<file path="src/rtl/sar_adc_pkg.sv">
// rtl/sar_adc_pkg.sv - shared types and helpers for the SAR scan sequencer
package sar_adc_pkg;

  typedef enum logic [2:0] {
    IDLE,
    SAMPLE,
    CONVERT,
    ACCUM,
    OUTPUT,
    CALSTORE
  } state_t;

  // Calibration always averages 2^3 samples of the shorted front end
  localparam int CAL_AVG_LOG2 = 3;

  // Clamp a signed value into the unsigned code range 0 .. 2^res-1
  function automatic int sat_range(input int x, input int res);
    int hi;
    hi = (1 << res) - 1;
    if (x < 0) return 0;
    if (x > hi) return hi;
    return x;
  endfunction

endpackage

</file>
<file path="src/rtl/sar_bit_engine.sv">
// rtl/sar_bit_engine.sv - one RES-bit successive-approximation binary search
module sar_bit_engine #(
  parameter int RES        = 10,
  parameter int SETTLE_CYC = 1
) (
  input  logic           clk,
  input  logic           rst,
  input  logic           start,
  input  logic           cmp,
  output logic [RES-1:0] dac_code,
  output logic [RES-1:0] code,
  output logic           last
);

  localparam int BW = $clog2(RES);
  localparam int SW = $clog2(SETTLE_CYC + 2);

  logic           active;
  logic [BW-1:0]  bit_idx;
  logic [SW-1:0]  settle;
  logic [RES-1:0] kept;
  logic           settled;

  // The comparator is trusted only on the final settle cycle of each trial bit
  assign settled  = (settle == SW'(SETTLE_CYC));
  assign dac_code = active ? (kept | (RES'(1) << bit_idx)) : '0;
  assign code     = kept;
  assign last     = active && settled && (bit_idx == '0);

  // Walk bits MSB to LSB, keeping each trial bit when the input is above the DAC
  always_ff @(posedge clk or posedge rst) begin
    if (rst) begin
      active  <= 1'b0;
      bit_idx <= '0;
      settle  <= '0;
      kept    <= '0;
    end else if (start) begin
      active  <= 1'b1;
      bit_idx <= BW'(RES - 1);
      settle  <= '0;
      kept    <= '0;
    end else if (active) begin
      if (settled) begin
        kept[bit_idx] <= cmp;
        settle        <= '0;
        if (bit_idx == '0) active <= 1'b0;
        else               bit_idx <= bit_idx - 1'b1;
      end else begin
        settle <= settle + 1'b1;
      end
    end
  end

endmodule

</file>
<file path="src/rtl/sar_adc_seq.sv">
// rtl/sar_adc_seq.sv - multi-channel SAR scan sequencer with averaging and offset calibration
module sar_adc_seq
  import sar_adc_pkg::*;
#(
  parameter int RES        = 10,
  parameter int NCH        = 4,
  parameter int SAMPLE_CYC = 4,
  parameter int SETTLE_CYC = 1
) (
  input  logic                         clk,
  input  logic                         rst,
  input  logic                         en,
  input  logic                         cal,
  input  logic [NCH-1:0]               ch_mask,
  input  logic [1:0]                   avg_log2,
  input  logic                         cmp,
  output logic                         sample,
  output logic                         short_in,
  output logic [($clog2(NCH)|1)-1:0]   ch_sel,
  output logic [RES-1:0]               dac_code,
  output logic [RES-1:0]               result,
  output logic [($clog2(NCH)|1)-1:0]   result_ch,
  output logic                         valid,
  output logic                         busy,
  output logic                         cal_done,
  output logic [RES:0]                 offset
);

  localparam int CW  = $clog2(NCH) | 1;
  localparam int SCW = $clog2(SAMPLE_CYC + 1);

  state_t           state, state_d;
  logic [SCW-1:0]   samp_cnt;
  logic             cal_q, cal_pend, cal_mode, scan_act;
  logic [RES+2:0]   acc, acc_sum, avg;
  logic [3:0]       nsamp;
  logic [1:0]       avg_lat, n_eff;
  logic             boundary, start_cal, start_ch, last_samp, eng_start, eng_last;
  logic [RES-1:0]   eng_code;
  logic [CW-1:0]    low_ch, nxt_ch, pick_ch;
  logic             found_low, found_nxt;
  int               diff;

  sar_bit_engine #(.RES(RES), .SETTLE_CYC(SETTLE_CYC)) u_engine (
    .clk      (clk),
    .rst      (rst),
    .start    (eng_start),
    .cmp      (cmp),
    .dac_code (dac_code),
    .code     (eng_code),
    .last     (eng_last)
  );

  assign busy      = (state != IDLE);
  assign sample    = (state == SAMPLE);
  assign short_in  = cal_mode && ((state == SAMPLE) || (state == CONVERT));
  assign eng_start = (state == SAMPLE) && (samp_cnt == SCW'(SAMPLE_CYC - 1));
  assign n_eff     = cal_mode ? 2'(CAL_AVG_LOG2) : avg_lat;
  assign acc_sum   = acc + {3'b000, eng_code};
  assign avg       = acc_sum >> n_eff;
  assign last_samp = ((nsamp + 4'd1) == (4'd1 << n_eff));
  assign diff      = int'(avg) - int'(signed'(offset));

  // Round-robin picker: next set mask bit above the current channel, else the lowest
  always_comb begin
    low_ch    = '0;
    nxt_ch    = '0;
    found_low = 1'b0;
    found_nxt = 1'b0;
    for (int i = 0; i < NCH; i++) begin
      if (ch_mask[i] && !found_low) begin
        low_ch    = CW'(i);
        found_low = 1'b1;
      end
      if (ch_mask[i] && !found_nxt && (i > int'(ch_sel))) begin
        nxt_ch    = CW'(i);
        found_nxt = 1'b1;
      end
    end
    pick_ch = (scan_act && found_nxt) ? nxt_ch : low_ch;
  end

  // Next-state logic; a pending calibration wins over the next channel at every boundary
  always_comb begin
    state_d   = state;
    boundary  = (state == IDLE) || (state == OUTPUT) || (state == CALSTORE);
    start_cal = boundary && cal_pend;
    start_ch  = boundary && !cal_pend && en && (ch_mask != '0);
    case (state)
      IDLE, OUTPUT, CALSTORE: state_d = (start_cal || start_ch) ? SAMPLE : IDLE;
      SAMPLE:                 if (eng_start) state_d = CONVERT;
      CONVERT:                if (eng_last) state_d = ACCUM;
      ACCUM:                  state_d = last_samp ? (cal_mode ? CALSTORE : OUTPUT) : SAMPLE;
      default:                state_d = IDLE;
    endcase
  end

  // State register
  always_ff @(posedge clk or posedge rst) begin
    if (rst) state <= IDLE;
    else     state <= state_d;
  end

  // Calibration request edge detection; edges merge while a request is pending
  always_ff @(posedge clk or posedge rst) begin
    if (rst) begin
      cal_q    <= 1'b0;
      cal_pend <= 1'b0;
    end else begin
      cal_q    <= cal;
      cal_pend <= (cal_pend & ~start_cal) | (cal & ~cal_q);
    end
  end

  // Channel bookkeeping, accumulation, offset update and result publication
  always_ff @(posedge clk or posedge rst) begin
    if (rst) begin
      samp_cnt  <= '0;
      cal_mode  <= 1'b0;
      scan_act  <= 1'b0;
      acc       <= '0;
      nsamp     <= '0;
      avg_lat   <= '0;
      ch_sel    <= '0;
      result    <= '0;
      result_ch <= '0;
      valid     <= 1'b0;
      cal_done  <= 1'b0;
      offset    <= '0;
    end else begin
      valid    <= 1'b0;
      cal_done <= 1'b0;
      samp_cnt <= (state == SAMPLE) ? samp_cnt + 1'b1 : '0;
      if (start_cal) begin
        cal_mode <= 1'b1;
        acc      <= '0;
        nsamp    <= '0;
      end
      if (start_ch) begin
        cal_mode <= 1'b0;
        acc      <= '0;
        nsamp    <= '0;
        ch_sel   <= pick_ch;
        avg_lat  <= avg_log2;
        scan_act <= 1'b1;
      end else if (boundary && !start_cal) begin
        scan_act <= 1'b0;
      end
      if (state == ACCUM) begin
        acc   <= acc_sum;
        nsamp <= nsamp + 4'd1;
        if (last_samp) begin
          if (cal_mode) begin
            offset   <= (RES+1)'(int'(avg) - (1 << (RES - 1)));
            cal_done <= 1'b1;
          end else begin
            result    <= RES'(sat_range(diff, RES));
            result_ch <= ch_sel;
            valid     <= 1'b1;
          end
        end
      end
    end
  end

endmodule

</file>
<file path="config.mk">
export PLATFORM = sky130hd
export DESIGN_NAME = sar_adc_seq
export DESIGN_NICKNAME = d
export VERILOG_FILES = /design/src/rtl/sar_adc_pkg.sv /design/src/rtl/sar_bit_engine.sv /design/src/rtl/sar_adc_seq.sv
export SDC_FILE = /design/constraint.sdc
export NUM_CORES = 1
export LEC_CHECK = 0
export ABC_AREA = 1
export BUFFER_PORTS_ARGS = -buffer_cell sky130_fd_sc_hd__buf_2
export CAP_MARGIN = 20
export CORE_AREA = 2 2 92 94
export CTS_CLUSTER_SIZE = 16
export DETAILED_ROUTE_END_ITERATION = 16
export DIE_AREA = 0 0 94 96
export GPL_TIMING_DRIVEN = 0
export PLACE_DENSITY = 0.88
export SKIP_LAST_GASP = 1
export SYNTH_ARGS = -nofsm -noshare
export SYNTH_HDL_FRONTEND = slang
export SYNTH_SLANG_ARGS = --single-unit
</file>
<file path="constraint.sdc">
create_clock -name clk -period 8.45 [get_ports clk]
set_input_delay 0.845 -clock clk [delete_from_list [all_inputs] [get_ports clk]]
set_output_delay 0.845 -clock clk [all_outputs]
set_load 0.005 [all_outputs]
</file>
==> impl_metrics.csv, run 1 <==
group,metric,value,unit
run_status,status,"finished, final reports clean",
clocking,clockRootBuffer,"clkbuf_8",
timing,tightest_slew,864,ps
setup_path,crit_path_max_incr_delay,450,ps
floorplan,ios,53,
clocking,clk_latency,360,ps
setup_path,worstReg2RegEnd,"result[9]",
setup_path,cp-end-kind,"flip-flop",
setup_path,cp_num_buf_inv,1,
routing,ant_nets,0,
clocking,cts-htree-levels,3,
place,gp_congestion,1.01,
timing,slew_viol_final,0,
setup_path,arrival,4260,ps
timing,fin_crit_sh,47.3,%
timing,finalSetupViolCount,0,
floorplan,die_w,94,um
synthesis,synth-main-ff-cell,"dfrtp_1",
synthesis,netlist_area,5040,um^2
timing,max_slew_margin,42.4,%
synthesis,ys_types,40,
floorplan,die_h,96,um
global_routing,antenna_found_initial,0,
synthesis,yosysMostFrequentCell,"nand2_1",
floorplan,core-area,8050,um^2
timing,hold_ws,439,ps
global_routing,overflow,0,
global_routing,grt_pass1_wl,19.7,mm
final_layout,num_antenna_cells,0,
place,port_buffers,50,
clocking,clockBufferDepth,2,
setup_path,cpMostUsedCell,"nand2_1",
clocking,cts_tree,"yes",
setup_path,crit_path_start_kind,"flip-flop",
setup_path,r2r-start,"u_engine.code[2]",
clocking,clock-sinks,73,
power_and_ir_drop,power.density,120,nW/um^2
setup_path,required,8710,ps
synthesis,ys_seq_elements,73,
clocking,hold_buffers,0,
job,max-cap-violations,0,
floorplan,die_area,9020,um^2
place,dp_hpwl,9.08,mm
final_layout,drive_gt1_share,11.8,%
synthesis,async_reset_ff_share,100,%
power_and_ir_drop,ir_drop,0.0000919,V
synthesis,ys_seq_area_share,36.2,%
routing,drc,0,
timing,max_clock_freq,0.250,GHz
setup_path,criticalPathCategory,"flip-flop to flip-flop",
synthesis,avgSynthCellArea,7.08,um^2
synthesis,synth_edf_count,0,
worst_hold_path,hold_depth,1,
synthesis,ys_warn_count,0,
synthesis,synth_top_area_cell,"dfrtp_1",
floorplan,start_util,62.6,%
power_and_ir_drop,leakagePower,0.00309,uW
global_routing,grt_usage,27.5,%
timing,hold_violations,0,
clocking,cts_buffers,9,
floorplan,fp-row-count,33,
routing,vias_per_cell,5.48,
setup_path,worstPathCellList,"ha_1 > a21oi_1 > nand2_1 > or2_2 > nand2_1 > o21ai_0 > o21ai_0 > ha_1 > inv_1 > fa_1 > nand3_1 > nand3_1 > nand3_1 > nand4_1 > nand2_1 > nand4_1 > nand2_1 > nand2_1 > nand2_1 > nand2_1",
timing,rsz0062_at_grt,"no",
timing,period_needed,4000,ps
setup_path,critPathSlowestCell,"fa_1",
synthesis,synthTopCellsByArea,"dfrtp_1 36%, nand2_1 15%, ha_1 7.9%",
worst_hold_path,min-delay-start,"cal_q",
setup_path,crit_family,"simple AND/OR/NAND/NOR gates",
routing,dr_total_vias,4842,
routing,post_drt_wl_per_cell,13.0,um
worst_hold_path,min_path_type,"flip-flop to flip-flop",
worst_hold_path,whs_endpoint,"cal_pend",
setup_path,crit_fanout,8,
clocking,cts_setup_buffers,0,
setup_path,rr_worst_depth,20,
global_routing,grt_pass1_vias,4506,
synthesis,netlist.area_leader.share,36.2,%
clocking,cts_resized,0,
synthesis,netlist_instances,712,
timing,final.setup_skew,14.5,ps
routing,drtIter0Drc,265,
timing,timing.setup.tns,0,ps
global_routing,grt_max_degree,74,
routing,wirelength,11.5,mm
final_layout,synthToLayoutAreaGrowth,11.6,%
clocking,clkTransAtPathRegs,80,ps
routing,dr.pass1.iters,5,
synthesis,yosys-top-cells-count,"197 x nand2_1, 101 x inv_1, 73 x dfrtp_1",
setup_path,r2r_slack,4450,ps
final_layout,finish.net_count,819,
flip-flops by register name, summed over array words and instances (netlist names), 2 cells and up:
name,count
ch_sel,2
nsamp,4
state,3
avg_lat,2
u_engine.code,10
samp_cnt,3
result,10
u_engine.settle,2
acc,13
offset,11
result_ch,2
u_engine.bit_idx,4
routing by layer:
layer,GRT usage [%],vias to the layer above,part of all wire (%)
met1,32.9,2254,42
li1,-,2420,-
met5,0,-,0
met4,12.3,0,2.5
met2,48.9,142,50
met3,4.62,26,5.4
per-stage QoR:
step	cell area, um^2	cells	power (uW)	worst slack (ps)	utilization, %
floorplan	5050	713	395	5150	-
global route	5630	884	704	4020	69.9
finish	5630	884	676	4450	69.9
CTS	5630	884	682	4450	69.9
detailed placement	5430	868	407	4460	67.4
global placement	5430	868	405	4550	67.4
cells by family (layout without fill, tap and decap cells):
logic type / count (synthesis) / in the layout / synth area share (%)
and+or+nand+nor: 363 / 363 / 30.9
buffers and inverters: 118 / 184 / 9.21
AOI/OAI and AO/OA: 107 / 107 / 12.1
DFF: 73 / 73 / 36.2
adders and majority gates: 34 / 34 / 8.73
xor gates and xnor gates: 15 / 15 / 2.61
other: 1 / 2 / 0.0744
muxes: 1 / 1 / 0.199
report_power, final:
| group | switching [uW] | leakage (uW) | internal (uW) |
|---|---|---|---|
| Clock | 138 | 0.0000929 | 137 |
| Combinational | 30.6 | 0.00207 | 16.1 |
| Sequential | 1.76 | 0.000928 | 352 |
| Total | 171 | 0.00309 | 505 |
worst max-delay path by stage:
stage	startpoint	endpoint	slack (ps)	depth (start not counted)
2_1_floorplan	acc[2]	result[2]	5150	20
3_3_place_gp	u_engine.code[2]	result[9]	4550	20
3_5_place_dp	u_engine.code[2]	result[9]	4460	20
4_1_cts	u_engine.code[2]	result[9]	4450	20
5_1_grt	u_engine.code[2]	result[6]	4020	20
6_report	u_engine.code[2]	result[9]	4450	20
layout make-up:
class	instances	area, um^2
well taps	105	131
fillers	674	2430
inverters	107	404
flip-flops and latches	73	1830
clock inverters	6	67.6
plain buffers	11	62.6
repair buffers	50	250
multi-input cells	522	2760
clock buffers	10	128
placed cells by master, fill, tap and decap left out, drive strengths merged, types with 2 or more instances in the layout:
cell type,synthesis,routed
a32o,2,2
a22o,2,2
nand4,11,11
a21oi,31,31
a211oi,2,2
nand3,57,57
or2,2,2
nor3,7,7
inv,107,108
buf,6,56
ha,32,32
nand2,202,202
conb,1,2
clkinvlp,0,2
and2,5,5
a2111oi,7,7
clkbuf,5,15
o22ai,6,6
xor2,8,8
o21a,3,3
nor2,78,78
fa,2,2
o21ai,50,50
clkinv,0,2
dfrtp,73,73
xnor2,7,7
Power figures use the tool's default switching activity.
==> run 2: changes to the inputs <==
Settings changed: ABC_AREA 1 to 0, CORE_AREA 2 2 92 94 to 2 2 100 102, DIE_AREA 0 0 94 96 to 0 0 102 104, PLACE_DENSITY 0.88 to 0.79.
Clock period 8.45 ns to 3.6 ns, I/O delays scaled along.
==> run 2 against run 1 <==
- the run now ends with setup timing left
- non-clock buffer count rose by 44
- worst hold slack got worse by 300 ps
- clock skew decreased by 3.1 ps
- clock power grew 140%
- synthesized cell count is 19% lower
- global-route usage decreased by 3.1 points
- utilization fell by 3.2 points
- register-to-register slack worse by 5100 ps
- critical path type unchanged
- largest power group is now combinational logic
- highest routed layer unchanged
==> impl_metrics.csv, run 2 <==
group,metric,value,unit
run_status,status,"finished, violations left",
run_status,violations,"setup timing",
routing,dr_total_vias,4829,
power_and_ir_drop,finalPower,2780,uW
power_and_ir_drop,intPower,1790,uW
setup_path,crit_path_start_kind,"flip-flop",
final_layout,drive_gt1_share,29.0,%
synthesis,synthTopCellsByArea,"dfrtp_1 36%, ha_1 8.0%, nand2_1 4.9%",
clocking,hold_buffers,0,
power_and_ir_drop,pwr-share-comb,44.9,%
place,dp_slack,-761,ps
routing,dr.pass1.iters,5,
power_and_ir_drop,seqPwrFrac,31.0,%
final_layout,largest_register_ffs,13,
global_routing,grt_max_degree,74,
synthesis,yosys-top-cells-count,"73 x dfrtp_1, 65 x nand2_1, 54 x nor2_1",
place,dp_hpwl,8.60,mm
final_layout,num_antenna_cells,0,
timing,final.setup_skew,11.4,ps
synthesis,ys_seq_elements,73,
clocking,clock-sinks,73,
synthesis,yosysMostFrequentCell,"dfrtp_1",
setup_path,criticalPathCategory,"flip-flop to flip-flop",
final_layout,reg_top3,"acc (13), offset (11)",
synthesis,netlist.area_leader.share,36.4,%
synthesis,synth_edf_count,0,
power_and_ir_drop,ir_drop,0.000175,V
clocking,clockRootBuffer,"clkbuf_8",
floorplan,die_area,10600,um^2
synthesis,ys_warn_count,0,
place,dpl.cell_count,760,
clocking,cts-htree-levels,3,
power_and_ir_drop,p_sw_share,35.8,%
routing,drtIter0Drc,336,
clocking,clockBufferDepth,2,
final_layout,instances_no_fill,812,
timing,timing.final.ws_setup,-690,ps
synthesis,ys_seq_area_share,36.4,%
global_routing,grt_pass1_wl,21.2,mm
final_layout,finish.net_count,719,
final_layout,mostFrequentLayoutCells,"73 x dfrtp_1, 64 x nand2_1, 53 x nor2_1, 52 x buf_2, 40 x o21ai_0",
synthesis,netlist_instances,577,
final_layout,final_util,66.7,%
setup_path,cp-end-kind,"flip-flop",
global_routing,grt_usage,24.4,%
timing,hold_violations,0,
clocking,clk_latency,350,ps
routing,post_drt_wl_per_cell,17.1,um
floorplan,fp-row-count,36,
synthesis,netlist_area,5010,um^2
routing,wirelength,13.9,mm
global_routing,antenna_found_initial,0,
final_layout,design_area,6370,um^2
place,gp_congestion,0.880,
routing,drc,0,
floorplan,start_util,52.5,%
floorplan,ios,53,
clocking,cts_tree,"yes",
worst_hold_path,min_path_type,"primary input to flip-flop",
setup_path,required,3830,ps
synthesis,async_reset_ff_share,100,%
global_routing,grt_pass1_vias,4549,
final_layout,regMostFlops,"acc",
timing,max_slew_margin,38.3,%
setup_path,crit_fanout,6,
timing,slew_viol_final,0,
final_layout,layout.cells.most_common,"dfrtp_1",
clocking,cts_buffers,9,
place,placed_area,5490,um^2
timing,finalSetupViolCount,10,
clocking,clkTransAtPathRegs,90,ps
floorplan,die_w,102,um
power_and_ir_drop,p_clk_share,24.1,%
timing,fin_crit_sh,119,%
synthesis,ys_types,63,
synthesis,synth_top_area_cell,"dfrtp_1",
timing,rsz0062_at_grt,"yes",
final_layout,synthToLayoutAreaGrowth,27.0,%
routing,ant_nets,0,
floorplan,core-area,9550,um^2
power_and_ir_drop,p_sw,995,uW
routing,vias_per_cell,5.95,
timing,tightest_slew,925,ps
job,max-cap-violations,0,
global_routing,overflow,0,
power_and_ir_drop,power.density,437,nW/um^2
place,port_buffers,49,
synthesis,avgSynthCellArea,8.69,um^2
floorplan,die_h,104,um
timing,period_needed,4290,ps
timing,max_clock_freq,0.233,GHz
power_and_ir_drop,leakagePower,0.00292,uW
synthesis,synth-main-ff-cell,"dfrtp_1",
setup_path,arrival,4520,ps
## run 2: per-stage QoR
step / hold WS [ps] / setup TNS [ps]
2_1_floorplan: 391 / -1430
6_report: 135 / -6600
5_1_grt: 130 / -7830
3_5_place_dp: 441 / -7450
3_3_place_gp: 419 / -6420
4_1_cts: 124 / -4510
## run 2: repair_timing
action,in CTS,in global routing
gates resized for setup,49,19
setup buffers,24,12
endpoints found under the setup margin,10,10
gates cloned,1,0
pin swaps,25,24
## run 2: routing by layer
layer  track usage (%)  vias up  share of wire [%]
li1                  -     2229                  -
met1              29.9     2311                 41
met2              42.3      226                 50
met3              4.10       63                4.9
met4              9.33        0                4.3
met5                 0        -                  0
## run 2: power by group through the flow
stage / sequential [uW] / clock, uW / combinational (uW)
3_3_place_gp: 874 / 0 / 760
4_1_cts: 861 / 677 / 1060
5_1_grt: 864 / 712 / 1320
3_5_place_dp: 875 / 0 / 792
2_1_floorplan: 870 / 0 / 652
6_report: 862 / 670 / 1250
## run 2: path summary, 6_finish.rpt
check	start	slack [ps]	to	cells past startpoint
worst max-delay path	acc[4]	-690	result[8]	17
min in group asynchronous	rst	210	u_engine.bit_idx[0]	2
max in group asynchronous	rst	2790	acc[9]	2
worst min register to register	samp_cnt[0]	440	samp_cnt[0]	1
worst max register to register	acc[4]	-690	result[8]	17
worst min-delay path	cal	130	cal_q	1
## run 2: cells by family (layout without fill, tap and decap cells)
family | count (synthesis) | in the layout | synth area share (%)
AO/OA/AOI/OAI | 170 | 171 | 22.7
flip-flops | 73 | 73 | 36.4
adder cells (fa/ha/maj) | 34 | 34 | 8.78
buffers and inverters | 57 | 157 | 5.06
AND/OR/NAND/NOR | 196 | 196 | 18.3
other | 1 | 2 | 0.0748
multiplexers | 19 | 19 | 3.89
XOR/XNOR | 27 | 27 | 4.72
## run 2: layout make-up
type,instances,area [um^2]
Multi-Input combinational cell,449,3390
Fill cell,749,3180
Sequential cell,73,1830
Timing Repair Buffer,85,528
Tap cell,133,166
Inverter,36,139
Clock buffer,10,138
Buffer,20,115
Clock inverter,6,66.3
## run 2: critical path, cell delays in order (launching register included)
cell	delay (ps)
dfrtp_1	400
ha_2	370
a21o_1	230
a221oi_2	310
o211a_1	300
nor3_2	70
o21ai_1	140
o211ai_1	160
mux2i_1	270
ha_2	340
buf_4	170
a21oi_1	160
o21a_1	230
a31oi_4	140
buf_12	150
xnor2_4	220
o2111ai_4	220
o221a_1	280
